**src/rtl/ld_cell_a2d.sv**
```systemverilog
// Load-cell A2D sampler: SPI master that periodically reads the left and
// right load cells from an 8-channel A2D. Each reading takes a 3-frame round,
// and both results are published together with a one-clock valid pulse.
module ld_cell_a2d #(
    parameter bit         fast_sim = 1'b0,
    parameter logic [2:0] LFT_CH   = 3'd0,
    parameter logic [2:0] RGHT_CH  = 3'd4
) (
    input  logic        clk,
    input  logic        rst,
    input  logic        MISO,
    output logic        SS_n,
    output logic        SCLK,
    output logic        MOSI,
    output logic [11:0] lft_ld,
    output logic [11:0] rght_ld,
    output logic        ld_vld,
    output logic        busy
);

    typedef enum logic [2:0] {
        IDLE  = 3'd0,
        FRONT = 3'd1,
        SHIFT = 3'd2,
        BACK  = 3'd3,
        GAP   = 3'd4
    } state_t;

    // SCLK low phase starts at 0; preloading 22 gives a 10-clk front porch
    localparam logic [4:0] DIV_PRELOAD = 5'b10110;
    localparam logic [4:0] DIV_TX_EDGE = 5'b11111;
    localparam logic [4:0] DIV_RX_EDGE = 5'b01111;

    state_t      state, nxt_state;
    logic [19:0] timer;
    logic [4:0]  div;
    logic [3:0]  bit_cnt;
    logic [1:0]  trans_cnt;
    logic        gap_cnt;
    logic        upd;
    logic [15:0] tx_sr;
    logic [11:0] rx_sr;
    logic [11:0] shadow_lft;
    logic [2:0]  cmd_ch;

    logic timer_full;
    logic load_frame;
    logic shft;
    logic smpl;
    logic capture;

    assign timer_full = fast_sim ? (&timer[9:0]) : (&timer);

    // First frame of a round asks for the left channel; later frames ask for right
    assign cmd_ch = (state == IDLE) ? LFT_CH : RGHT_CH;

    // Chip select gates MOSI so the line rests low between frames
    assign MOSI = tx_sr[15] & ~SS_n;

    // State register
    always_ff @(posedge clk or posedge rst) begin
        if (rst) state <= IDLE;
        else     state <= nxt_state;
    end

    // Next-state decode plus per-cycle strobes and pin levels
    always_comb begin
        nxt_state  = state;
        load_frame = 1'b0;
        shft       = 1'b0;
        smpl       = 1'b0;
        capture    = 1'b0;
        SS_n       = 1'b0;
        SCLK       = 1'b1;
        busy       = 1'b1;
        case (state)
            IDLE: begin
                SS_n = 1'b1;
                busy = 1'b0;
                if (timer_full) begin
                    nxt_state  = FRONT;
                    load_frame = 1'b1;
                end
            end
            FRONT: begin
                SCLK = div[4];
                if (div == DIV_TX_EDGE) nxt_state = SHIFT;
            end
            SHIFT: begin
                SCLK = div[4];
                shft = (div == DIV_TX_EDGE);
                if (div == DIV_RX_EDGE) begin
                    smpl = 1'b1;
                    if (bit_cnt == 4'd15) nxt_state = BACK;
                end
            end
            BACK: begin
                capture   = 1'b1;
                nxt_state = GAP;
            end
            GAP: begin
                SS_n = 1'b1;
                if (gap_cnt) begin
                    if (trans_cnt == 2'd2) begin
                        nxt_state = IDLE;
                    end else begin
                        nxt_state  = FRONT;
                        load_frame = 1'b1;
                    end
                end
            end
            default: begin
                nxt_state = IDLE;
                SS_n      = 1'b1;
                busy      = 1'b0;
            end
        endcase
    end

    // Sample timer runs only while idle, so a round can never be re-triggered mid-flight
    always_ff @(posedge clk or posedge rst) begin
        if (rst) begin
            timer <= '0;
        end else if (state == IDLE) begin
            if (timer_full) timer <= '0;
            else            timer <= timer + 20'd1;
        end
    end

    // SCLK divider, bit counter, frame counter and inter-frame gap counter
    always_ff @(posedge clk or posedge rst) begin
        if (rst) begin
            div       <= '0;
            bit_cnt   <= '0;
            trans_cnt <= '0;
            gap_cnt   <= 1'b0;
        end else begin
            if (load_frame)                            div <= DIV_PRELOAD;
            else if (state == FRONT || state == SHIFT) div <= div + 5'd1;

            if (load_frame) bit_cnt <= '0;
            else if (smpl)  bit_cnt <= bit_cnt + 4'd1;

            if (state == IDLE)   trans_cnt <= '0;
            else if (load_frame) trans_cnt <= trans_cnt + 2'd1;

            gap_cnt <= (state == GAP) && !gap_cnt;
        end
    end

    // Command and response shift registers plus the left-result holding register
    always_ff @(posedge clk) begin
        if (load_frame)  tx_sr <= {2'b00, cmd_ch, 11'h000};
        else if (shft)   tx_sr <= {tx_sr[14:0], 1'b0};

        if (smpl)        rx_sr <= {rx_sr[10:0], MISO};

        if (capture && trans_cnt == 2'd1) shadow_lft <= rx_sr;
    end

    // Publish both readings in one clock after frame 3, then pulse valid a clock later
    always_ff @(posedge clk or posedge rst) begin
        if (rst) begin
            lft_ld  <= '0;
            rght_ld <= '0;
            upd     <= 1'b0;
            ld_vld  <= 1'b0;
        end else begin
            upd    <= capture && (trans_cnt == 2'd2);
            ld_vld <= upd;
            if (capture && trans_cnt == 2'd2) begin
                lft_ld  <= shadow_lft;
                rght_ld <= rx_sr;
            end
        end
    end

endmodule
```
**config.mk**
```make
export PLATFORM = sky130hd
export DESIGN_NAME = ld_cell_a2d
export DESIGN_NICKNAME = d
export VERILOG_FILES = /design/src/rtl/ld_cell_a2d.sv
export SDC_FILE = /design/constraint.sdc
export NUM_CORES = 1
export LEC_CHECK = 0
export CAP_MARGIN = 20
export CORE_MARGIN = 2
export CORE_UTILIZATION = 25
export DETAILED_ROUTE_END_ITERATION = 10
export HOLD_SLACK_MARGIN = 0.08
export PLACE_DENSITY = 0.43
export SETUP_SLACK_MARGIN = 0.1
export SLEW_MARGIN = 20
export SYNTH_ARGS = -nofsm -noshare
export SYNTH_HDL_FRONTEND = slang
export SYNTH_SLANG_ARGS = --single-unit
export TNS_END_PERCENT = 30
```
**constraint.sdc**
```tcl
create_clock -name clk -period 5.1 [get_ports clk]
set_clock_uncertainty 0.1 [all_clocks]
set_input_delay 1.02 -clock clk [delete_from_list [all_inputs] [get_ports clk]]
set_output_delay 1.02 -clock clk [all_outputs]
set_load 0.005 [all_outputs]
```
==> impl_metrics.py, run 1 <==
metrics = {
    "routing": {
        "wl_per_cell_um": 13.4,
        "route.detailed.drc": 0,
        "ant_nets": 0,
        "drtIter0Drc": 108,
        "postRouteWirelength_um": 6750,
        "num_vias": 2127,
        "first_pass_iters": 4,
        "viasPerCell": 4.24,
    },
    "setup_path": {
        "crit_fanout": 13,
        "slowest_stage": "dfrtp_1",
        "cpPeakStageDelay_ns": 0.53,
        "critPathTopFamily": "flip-flops",
        "path_cells": "xnor2_1, nor2_1, nand2_1, clkdlybuf4s50_1",
        "cp.required_ns": 3.98,
        "critPathArrivalTime_ns": 2.05,
        "crit_path_start_kind": "flop",
        "critical_path_depth": 4,
        "end_kind": "output pin",
        "crit_buf_inv": 1,
        "worstRegToRegCells": 4,
        "crit_type": "reg -> out",
    },
    "global_route": {
        "gr-total-overflow": 0,
        "grt_max_degree": 39,
        "grtUsageTotal_pct": 9.52,
        "grt_pass1_vias": 2238,
        "grt_pass1_wl_um": 11700,
        "antenna_found_initial": 0,
    },
    "timing": {
        "finalSetupTns_ns": 0,
        "slew_headroom_pct": 43.8,
        "finalSetupViolations": 0,
        "finalHoldViolCount": 0,
        "timing.final.crit_share_pct": 62.1,
        "fmax_mhz": 316,
        "worst_pin_slew_ns": 0.842,
        "final.min_clock_period_ns": 3.17,
        "drv_slew": 0,
        "rsz0062_at_grt": "false",
    },
    "clock_network": {
        "numCtsBuffers": 9,
        "clockRootBuffer": "clkbuf_16",
        "cts.sinks": 88,
        "cts_buffer_depth": 2,
        "path_clk_slew_ns": 0.06,
        "clk_latency_ns": 0.33,
        "postCtsSetupRepairBufs": 0,
        "h-tree-depth": 3,
        "post_cts_resized": 0,
        "cts_tree": "done",
        "cts_hold_buf": 0,
    },
    "synth": {
        "synthAdderAreaFrac_pct": 2.41,
        "synth_xor_area_share_pct": 5.75,
        "synth_top_area_cell": "dfrtp_1",
        "synth_cell_types": 45,
        "netlist.area_leader.share_pct": 42.0,
        "netlist_instances": 277,
        "ys_seq_area_share_pct": 63.8,
        "synth_compound_area_share_pct": 2.55,
        "synth_simple_gate_area_share_pct": 14.7,
        "synth_ff_type": "dfrtp_1",
        "ys_async_sr_fraction_pct": 69.3,
        "synth_top_family_by_area": "simple AND/OR/NAND/NOR gates",
        "synth_area_leaders": "dfrtp_1 (42%), edfxtp_1 (21%), mux2_2 (7.4%), xnor2_1 (3.6%), ha_1 (2.4%)",
        "ys_ff_latch": 88,
        "postSynthNetCount": 287,
        "ys_warn_count": 0,
        "syn_area_per_cell_um2": 13.1,
        "synthMuxAreaShare_pct": 8.26,
        "syn_area_um2": 3630,
        "synth_edf_count": 25,
    },
    "finish": {
        "nets": 323,
        "drive_gt1_share_pct": 17.3,
        "area_growth_pct": 24.0,
        "antenna_cells": 0,
        "layout_common_cells": "dfrtp_1 (61), clkdlybuf4s50_1 (31), edfxtp_1 (25), mux2_2 (24), nor2_1 (23)",
        "mostFrequentLayoutCell": "dfrtp_1",
        "final_core_util_pct": 31.3,
    },
    "die": {
        "start_util_pct": 25.3,
        "core_area_um2": 14400,
        "row_count": 44,
        "die_y_um": 125,
        "io_pins": 32,
        "fp.dieW_um": 125,
        "dieArea_um2": 15500,
    },
    "pwr": {
        "power_density_nw_per_um2": 330,
        "p_leak_uw": 0.00191,
        "ir_worst_vdd_v": 0.000127,
    },
    "worst_hold_path": {
        "hp-class": "reg -> reg",
        "holdPathStages": 0,
    },
    "placement": {
        "hpwl_um": 4380,
        "numPortBuffers": 31,
        "gp_congestion": 0.731,
    },
    "job": {
        "cap_viol_max_count": 0,
    },
    "outcome": {
        "status": "finished, final reports clean",
    },
}
-- worst paths after layout --
| check | startpoint | to | slack (ns) |
|---|---|---|---|
| max reg2reg | state[2] | tx_sr[13] | 2.44 |
| max | state[0] | SCLK | 1.93 |
| min in group asynchronous | rst | timer[11] | 1.09 |
| min | upd | ld_vld | 0.25 |
| min reg2reg | upd | ld_vld | 0.25 |
| max in group asynchronous | rst | lft_ld[7] | 2.95 |
-- per-layer routing --
| metal | GRT usage, % | wire, um |
|---|---|---|
| met1 | 13.0 | 3440 |
| met2 | 14.2 | 3030 |
| met3 | 2.96 | 196 |
| met4 | 3.37 | 78 |
| met5 | 0 | 0 |
-- worst reg2reg max path, cell delays in order (launching register included) --
cell and delay, ns:
dfrtp_1 0.60, or4b_4 0.66, or3_4 0.40, o21ai_2 0.42, or2_2 0.21
-- cells in the mapped netlist (all sizes together) (3+ instances only) --
cell type  count
nor2b          3
edfxtp        25
mux2i          3
a21oi          5
nor2          28
xnor2         15
nand2         15
nor4           4
nand4          8
or3            4
clkbuf         4
o21ai          7
mux2          24
ha             7
and3           7
xor2           8
nor3           6
nand3          6
dfrtp         61
buf            5
inv           10
-- kinds of logic after synthesis --
kind of cell             after synthesis
buffers and inverters                 19
XOR/XNOR                              23
flip-flops                            88
AND/OR/NAND/NOR                       97
multiplexers                          27
AO/OA/AOI/OAI                         16
adder cells (fa/ha/maj)                7
-- through the flow --
step	std cells	power [uW]	setup slack, ns	hold slack [ns]	instance area, um^2
finish	502	1490	1.93	0.248	4500
global route	502	1550	1.80	0.266	4500
CTS	502	1510	1.91	0.251	4500
detailed placement	486	749	2.29	0.236	4160
global placement	486	749	2.30	0.233	4160
floorplan	277	743	2.47	0.231	3630
-- cell type report --
type	instances	area, um^2
Sequential cell	88	2320
Clock inverter	5	104
Tap cell	184	230
Clock buffer	11	243
Timing Repair Buffer	34	333
Fill cell	1435	9860
Inverter	10	37.5
Multi-Input combinational cell	170	1240
-- sequential cells by signal, indices dropped and copies added, names as in the netlist --
name        count
bit_cnt         4
tx_sr           3
rx_sr          12
gap_cnt         1
upd             1
trans_cnt       2
lft_ld         12
rght_ld        12
shadow_lft     12
div             5
timer          20
ld_vld          1
state           3
-- report_power, final --
part | internal, uW | switching, uW
combinational | 1.90 | 10.1
clock | 492 | 262
sequential | 722 | 0
(Power assumes the default switching activity.)
==> run 2, diff against run 1 <==
PLACE_DENSITY = 0.44   (was 0.43)
clock period = 2.65 ns   (was 5.1 ns; I/O delays follow)
==> run 2 against run 1 <==
Sequential power grew 93%. Worst setup slack lost 1.8 ns. Clock power grew 68%. Critical path depth is the same. Core utilization grew 0.10 points. Critical path type unchanged. Die area is the same. Power grew 80%. Wire length grew 0.89%. Sequential cell count is the same. Count of clock-buffer cells in the layout shrank 2. Global-route usage is essentially flat.
==> impl_metrics.py, run 2 (same netlist as run 1, synthesis figures left out) <==
metrics = {
    "finish": {
        "nets": 330,
        "mostFrequentLayoutCell": "dfrtp_1",
        "largest_register_ffs": 20,
        "layout_common_cells": "dfrtp_1 (59), clkdlybuf4s50_1 (31), edfxtp_1 (25), mux2_2 (24), nor2_1 (22)",
        "final_core_util_pct": 31.5,
        "largest-register": "timer",
        "stdcell_count": 509,
        "area_growth_pct": 24.4,
        "drive_gt1_share_pct": 20.6,
        "antenna_cells": 0,
    },
    "timing": {
        "rsz0062_at_grt": "true",
        "holdWs_ns": 0.252,
        "slew_headroom_pct": 58.4,
        "timing.final.crit_share_pct": 93.5,
        "fmax_mhz": 403,
        "finalHoldViolCount": 0,
        "drv_slew": 0,
        "finalSetupViolations": 0,
        "worst_pin_slew_ns": 0.619,
        "finalSetupTns_ns": 0,
        "final.min_clock_period_ns": 2.48,
    },
    "die": {
        "start_util_pct": 25.3,
        "row_count": 44,
        "dieArea_um2": 15500,
        "die_y_um": 125,
        "fp.dieW_um": 125,
        "io_pins": 32,
        "core_area_um2": 14400,
    },
    "setup_path": {
        "cpPeakStageDelay_ns": 0.50,
        "end_kind": "output pin",
        "cp.required_ns": 2.02,
        "path_cells": "nor2_1, or2_2, nor2_1, clkdlybuf4s50_1",
        "crit_path_start_kind": "flop",
        "slowest_stage": "clkdlybuf4s50_1",
        "critPathArrivalTime_ns": 1.85,
        "crit_top_cell": "nor2_1",
        "crit_fanout": 11,
        "crit_type": "reg -> out",
    },
    "clock_network": {
        "h-tree-depth": 3,
        "clockRootBuffer": "clkbuf_16",
        "cts_tree": "done",
        "cts_buffer_depth": 2,
        "clk_latency_ns": 0.34,
        "numCtsBuffers": 9,
        "cts_hold_buf": 0,
        "cts.sinks": 88,
        "path_clk_slew_ns": 0.06,
    },
    "pwr": {
        "ir_worst_vdd_v": 0.000276,
        "power_density_nw_per_um2": 594,
        "p_leak_uw": 0.00193,
        "p_switching_uw": 558,
        "clkPwrFrac_pct": 47.3,
        "power_uw": 2680,
        "p_int_uw": 2130,
        "pwr-share-comb_pct": 1.0,
        "sw_frac_of_total_pct": 20.8,
        "power_frac_seq_pct": 51.7,
    },
    "routing": {
        "drtIter0Drc": 76,
        "num_vias": 2172,
        "first_pass_iters": 4,
        "wl_per_cell_um": 13.4,
        "postRouteWirelength_um": 6810,
        "ant_nets": 0,
        "route.detailed.drc": 0,
        "viasPerCell": 4.27,
    },
    "global_route": {
        "antenna_found_initial": 0,
        "grtUsageTotal_pct": 9.54,
        "grt_pass1_wl_um": 11700,
        "gr-total-overflow": 0,
        "grt_max_degree": 26,
        "grt_pass1_vias": 2281,
    },
    "worst_hold_path": {
        "hp-class": "reg -> reg",
    },
    "placement": {
        "place_inst": 491,
        "numPortBuffers": 31,
        "gp_congestion": 0.744,
        "hpwl_um": 4480,
    },
    "job": {
        "cap_viol_max_count": 0,
    },
    "outcome": {
        "status": "finished, final reports clean",
    },
}
run 2: cell count changes in the layout (fill, tap and decap cells not counted), sizes merged:
cell,delta
buf,+7
bufinv,-2
clkbuf,-2
clkinv,+3
inv,+1
run 2: layout make-up:
class,count,area (um^2)
Clock buffer,9,225
Clock inverter,7,71.3
Fill cell,1430,9850
Inverter,10,37.5
Multi-Input combinational cell,170,1250
Sequential cell,88,2320
Tap cell,184,230
Timing Repair Buffer,41,385
run 2: layer usage:
| metal | up-vias | routed length [um] | track usage, % |
|---|---|---|---|
| li1 | 1061 | - | - |
| met1 | 1067 | 3360 | 12.3 |
| met2 | 32 | 3110 | 15.1 |
| met3 | 12 | 228 | 3.22 |
| met4 | 0 | 108 | 3.04 |
| met5 | - | 0 | 0 |
run 2: worst paths after layout:
| check | startpoint | end | slack [ns] | cells after the start |
|---|---|---|---|---|
| worst max-delay path | state[1] | MOSI | 0.17 | 4 |
| worst min-delay path | upd | ld_vld | 0.25 | 0 |
| worst max register to register | timer[0] | timer[14] | 0.39 | 5 |
| worst min register to register | upd | ld_vld | 0.25 | 0 |
| max in group asynchronous | rst | state[1] | 1.42 | 3 |
| min in group asynchronous | rst | lft_ld[11] | 0.40 | 2 |
run 2: metrics by stage:
stage	area, um^2	worst slack, ns
floorplan	3630	0.464
global placement	4200	0.364
detailed placement	4200	0.330
CTS	4500	0.104
global route	4520	0.0817
finish	4520	0.171
run 2: power by group through the flow:
stage	combinational [uW]	sequential [uW]	clock [uW]
after global placement	27.8	1420	0
after floorplan	13.6	1420	0
after detailed placement	28.0	1420	0
after CTS	28.2	1390	1310
after global routing	31.5	1390	1360
final	25.6	1390	1270
run 2: worst max-delay path: cells and delay by family (launching register included):
family	cells	cell delay [ns]
flops	1	0.49
buf+inv	1	0.50
simple gates	3	0.53
run 2: what timing repair did:
item	4_1_cts	5_1_grt
setup endpoints to repair	2	2
buffers inserted	0	2
endpoints found under the hold margin	0	0
resized for setup	3	1
